--- src/rtl/reg_bus_pkg.sv ---
// Shared types and defaults for the register-bus arbiter.
// Build option: ARB_FIXED_PRIO_EN selects fixed priority over round-robin.
package reg_bus_pkg;

  localparam int WIDTH_DEF  = 8;
  localparam int NREQ_DEF   = 4;
  localparam int DEST_W_DEF = 3;

  typedef enum logic {
    IDLE  = 1'b0,
    ISSUE = 1'b1
  } state_e;

  function automatic int idx_w(input int n);
    return (n > 1) ? $clog2(n) : 1;
  endfunction

endpackage

--- src/rtl/rr_pick.sv ---
// Combinational requester picker: round-robin from last+1, or
// lowest-index-first when ARB_FIXED_PRIO_EN is defined.
module rr_pick
  import reg_bus_pkg::*;
#(
  parameter  int NREQ = NREQ_DEF,
  localparam int IW   = idx_w(NREQ)
) (
  input  logic [NREQ-1:0] req,
`ifndef ARB_FIXED_PRIO_EN
  input  logic [IW-1:0]   last,
`endif
  output logic [NREQ-1:0] win,
  output logic [IW-1:0]   win_idx,
  output logic            any
);

  logic [IW-1:0] j;

  always_comb begin
    win     = '0;
    win_idx = '0;
    any     = 1'b0;
    j       = '0;
    for (int k = 0; k < NREQ; k++) begin
`ifdef ARB_FIXED_PRIO_EN
      j = IW'(k);
`else
      j = IW'((int'(last) + 1 + k) % NREQ);
`endif
      if (!any && req[j]) begin
        any     = 1'b1;
        win[j]  = 1'b1;
        win_idx = j;
      end
    end
  end

endmodule

--- src/rtl/reg_bus_arbiter.sv ---
// Arbitrates per-requester latch write/clear ops onto a shared bus.
// Build option: ARB_FIXED_PRIO_EN selects fixed priority over round-robin.
module reg_bus_arbiter
  import reg_bus_pkg::*;
#(
  parameter  int WIDTH  = WIDTH_DEF,
  parameter  int NREQ   = NREQ_DEF,
  parameter  int DEST_W = DEST_W_DEF,
  localparam int NDEST  = 2**DEST_W,
  localparam int IW     = idx_w(NREQ)
) (
  input  logic                     clk,
  input  logic                     reset,
  input  logic [NREQ-1:0]          req,
  input  logic [NREQ-1:0]          clr,
  input  logic [NREQ*DEST_W-1:0]   dest,
  input  logic [NREQ*WIDTH-1:0]    wdata,
  output logic [NREQ-1:0]          gnt,
  output logic [WIDTH-1:0]         bus_data,
  output logic [NDEST-1:0]         latch_set,
  output logic [NDEST-1:0]         latch_reset,
  output logic                     busy
);

  state_e            state_q, state_d;
  logic [NREQ-1:0]   gnt_q, gnt_d;
  logic [WIDTH-1:0]  bus_q, bus_d;
  logic [NDEST-1:0]  set_q, set_d;
  logic [NDEST-1:0]  rst_q, rst_d;
  logic              busy_q, busy_d;

  logic [NREQ-1:0]   win;
  logic [IW-1:0]     win_idx;
  logic              any;
  logic [DEST_W-1:0] sel_dest;
  logic [WIDTH-1:0]  sel_wdata;
  logic              sel_clr;

`ifndef ARB_FIXED_PRIO_EN
  logic [IW-1:0]     last_q, last_d;
`endif

  rr_pick #(
    .NREQ(NREQ)
  ) u_pick (
    .req     (req),
`ifndef ARB_FIXED_PRIO_EN
    .last    (last_q),
`endif
    .win     (win),
    .win_idx (win_idx),
    .any     (any)
  );

  always_comb begin
    sel_dest  = dest[int'(win_idx)*DEST_W +: DEST_W];
    sel_wdata = wdata[int'(win_idx)*WIDTH +: WIDTH];
    sel_clr   = clr[win_idx];
  end

  // Outputs are loaded on the capture edge so they are live during ISSUE.
  always_comb begin
    state_d = state_q;
    gnt_d   = '0;
    set_d   = '0;
    rst_d   = '0;
    busy_d  = 1'b0;
    bus_d   = bus_q;
`ifndef ARB_FIXED_PRIO_EN
    last_d  = last_q;
`endif
    unique case (state_q)
      IDLE: begin
        if (any) begin
          state_d = ISSUE;
          gnt_d   = win;
          busy_d  = 1'b1;
`ifndef ARB_FIXED_PRIO_EN
          last_d  = win_idx;
`endif
          if (sel_clr) begin
            rst_d = NDEST'(1) << sel_dest;
            bus_d = '0;
          end else begin
            set_d = NDEST'(1) << sel_dest;
            bus_d = sel_wdata;
          end
        end
      end
      ISSUE: state_d = IDLE;
      default: state_d = IDLE;
    endcase
  end

  always_ff @(posedge clk or posedge reset) begin
    if (reset) begin
      state_q <= IDLE;
      gnt_q   <= '0;
      bus_q   <= '0;
      set_q   <= '0;
      rst_q   <= '0;
      busy_q  <= 1'b0;
`ifndef ARB_FIXED_PRIO_EN
      last_q  <= IW'(NREQ - 1);
`endif
    end else begin
      state_q <= state_d;
      gnt_q   <= gnt_d;
      bus_q   <= bus_d;
      set_q   <= set_d;
      rst_q   <= rst_d;
      busy_q  <= busy_d;
`ifndef ARB_FIXED_PRIO_EN
      last_q  <= last_d;
`endif
    end
  end

  assign gnt         = gnt_q;
  assign bus_data    = bus_q;
  assign latch_set   = set_q;
  assign latch_reset = rst_q;
  assign busy        = busy_q;

endmodule

--- config.mk ---
export PLATFORM = sky130hd
export DESIGN_NAME = reg_bus_arbiter
export DESIGN_NICKNAME = d
export VERILOG_FILES = /design/src/rtl/reg_bus_pkg.sv /design/src/rtl/rr_pick.sv /design/src/rtl/reg_bus_arbiter.sv
export SDC_FILE = /design/constraint.sdc
export NUM_CORES = 1
export LEC_CHECK = 0
export ABC_AREA = 0
export CAP_MARGIN = 20
export CORE_UTILIZATION = 48
export DETAILED_ROUTE_END_ITERATION = 10
export PLACE_DENSITY = 0.84
export SLEW_MARGIN = 40
export SYNTH_ARGS = -nofsm -noshare
export SYNTH_HDL_FRONTEND = slang
export SYNTH_SLANG_ARGS = --single-unit
--- constraint.sdc ---
create_clock -name clk -period 9.9 [get_ports clk]
set_input_delay 2.475 -clock clk [delete_from_list [all_inputs] [get_ports clk]]
set_output_delay 2.475 -clock clk [all_outputs]
set_load 0.005 [all_outputs]
==> results.toml <==
[run_status]
status = "finished clean"

[logic_synthesis]
synth_seq_area_share_pct = 36.08
syn_nets = 272
yosysMostFrequentCell = "dfrtp_1"
synth_area_sq_um = 2157
syn_area_per_cell_sq_um = 10.27
synth-edff-count = 0
post-synth-top-area-cell = "dfrtp_1"
synth_cells = 210
synth.top_cell.area_share_pct = 33.64
synth_warnings = 0
synth_cell_types = 54
synthTopCellsByCount = "dfrtp_1, nand2_1, mux2i_1, a21oi_1, nor3_1"
ys_top_cells_by_area = "dfrtp_1, mux2i_1, ha_1"
ys_async_sr_fraction_pct = 100.0
synth_flop_cell = "dfrtp_1"
ys_ff_latch = 31

[routing]
vias_per_cell = 6.012
wl_mm = 5.706
drtPass1Iterations = 4
routedWlPerCell_um = 16.59
drc = 0
ant_nets = 0
num_vias = 2068
drt_first_iter_violations = 155

[clock_tree]
cts.sinks = 31
insertion_delay_ns = 0.29
h-tree-depth = 2
clockBufferDepth = 2
clk_pin_slew_ns = 0.07
cts_resized = 0
cts_tree = "done"
clock-root-buffer = "clkbuf_8"
cts_buffers = 5
cts_setup_buffers = 0
postCtsHoldBufs = 0

[grt]
grt_pass1_vias = 2047
grt_overflow = 0
grt_use_total_pct = 25.30
grt_antenna_before_repair = 0
grt_pass1_wl_mm = 9.584
grt_max_degree = 32

[worst_setup_path]
required_ns = 10.05
slowest_stage = "a22oi_2"
critPathKind = "in2reg"
rr_startpoint = "last_q[0]"
crit_chain = "clkdlybuf4s50_1 > mux2i_1 > mux2i_2 > a21oi_4 > a22oi_2 > nand2_1 > a32o_1 > a2111oi_1"
rr_endpoint = "latch_set[5]"
cp.arrival_ns = 5.48
critPathMaxStageDelay_ns = 0.60
start_kind = "input port"
r2r_cells = 9
r2r_slack_ns = 5.79
cp-end-kind = "register"
critPathMaxFanout = 12

[final_layout]
syn2layout_area_growth_pct = 43.21
fill_cells = 334
regArea_sq_um = 778.2
final_util_pct = 71.44
antenna_cells = 0
multi_input_area_sq_um = 1291
nets = 353
final_area_sq_um = 3089
drive_gt1_share_pct = 10.62

[hold_path]
whs_endpoint = "bus_data[7]"
min_path_cells = 2
hold_path_class = "reg2reg"
hp-start = "bus_data[7]"

[die]
die_w_um = 69.04
die_area_sq_um = 4766
rows = 24
initial_core_util_pct = 49.88
dieHeight_um = 69.04
core_sq_um = 4324
io-pin-count = 83

[pwr]
pwr-share-seq_pct = 19.8
internal-power_w = 0.0005846
p_leak_nw = 1.253
p_clk_share_pct = 10.3
comb_power_share_pct = 70.0
p_switching_w = 0.0005031
ir_drop_uv = 202.6
power-per-cell-area_nw_per_um2 = 352.1
switching_share_pct = 46.25

[sta]
finalCritPeriodShare_pct = 53.85
rsz0062_at_grt = "false"
whs_ns = 0.4993
final.setup_skew_ns = 0.007270
setup_viol_count_final = 0
max-slew-margin-rel_pct = 55.66
post-route-min-period_ns = 5.332
tightestPinTransition_ns = 0.6651
finalSetupTns_ns = 0
fmax_ghz = 0.1876
hold_viol = 0
slew_violations = 0

[place]
gp_routability_congestion = 0.8621
hpwlAfterDp_mm = 4.266
postPlaceCellArea_sq_um = 2985
portBuffers = 82

[flow_run]
drv_cap = 0
[worst max-delay path by stage]
stage                   endpoint  cells past startpoint  slack [ns]    from
floorplan           latch_set[2]                      6        5.41  req[2]
global placement    latch_set[3]                      8        4.51  req[2]
detailed placement  latch_set[5]                      8        4.35  req[2]
CTS                 latch_set[5]                      8        4.62  req[2]
global route        latch_set[5]                      8        4.39  req[3]
finish              latch_set[5]                      8        4.57  req[2]
[power by group through the flow]
stage / Clock (W) / Combinational [W] / Sequential (W)
detailed placement: 0 / 0.000749 / 0.000216
floorplan: 0 / 0.000570 / 0.000206
global placement: 0 / 0.000729 / 0.000215
global route: 0.000121 / 0.000818 / 0.000222
finish: 0.000112 / 0.000761 / 0.000215
CTS: 0.000113 / 0.000756 / 0.000215
[kinds of logic after synthesis]
kind of cell    share of synthesized area, %
compound gates                         25.35
simple gates                           12.47
mux                                    16.30
flops                                  36.08
buf+inv                                4.350
fa+ha+maj                              4.641
xor+xnor                              0.8122
[routing by layer]
layer  vias to the layer above  wire length, um  track usage, %
met5                         -                0               0
met3                        17              435           7.895
li1                        980                -               -
met2                       106             2822           41.96
met4                         0              148           10.43
met1                       965             2300           30.31
[worst max-delay path: cells and delay by family]
kind | cells | cell delay (ns)
compound gates | 4 | 1.55
buf+inv | 1 | 0.56
mux | 2 | 0.70
simple gates | 1 | 0.19
[metrics by stage]
stage	total power [W]	std cells	setup WS [ns]
after detailed placement	0.0009650	336	4.349
final	0.001088	344	4.568
after floorplan	0.0007758	210	5.411
after global placement	0.0009445	336	4.514
after global routing	0.001161	344	4.387
after CTS	0.001084	344	4.622
[flip-flops by register name, summed over array words and instances, names as in the netlist]
register and count:
bus_data 8, latch_reset 8, latch_set 8, gnt 4
last_q 2, busy 1
[cells in the final DEF, fill, tap and decap left out, types with 5 or more instances in the layout]
cell / instances
o21ai_0: 7
dfrtp_1: 29
a2111oi_1: 8
o221ai_1: 8
nand2_1: 26
clkbuf_8: 7
clkdlybuf4s50_1: 82
nor2_1: 7
ha_1: 8
mux2i_1: 23
nor3_1: 9
a21oi_1: 10
nand2b_1: 5
[area by class of cell]
cell class,count,share of cell area [%]
Sequential cell,31,25.19
Tap cell,52,2.106
Clock inverter,1,0.2430
Clock buffer,7,3.119
Multi-Input combinational cell,165,41.80
Timing Repair Buffer,84,27.06
Inverter,4,0.4860
Power figures use the tool's default switching activity.
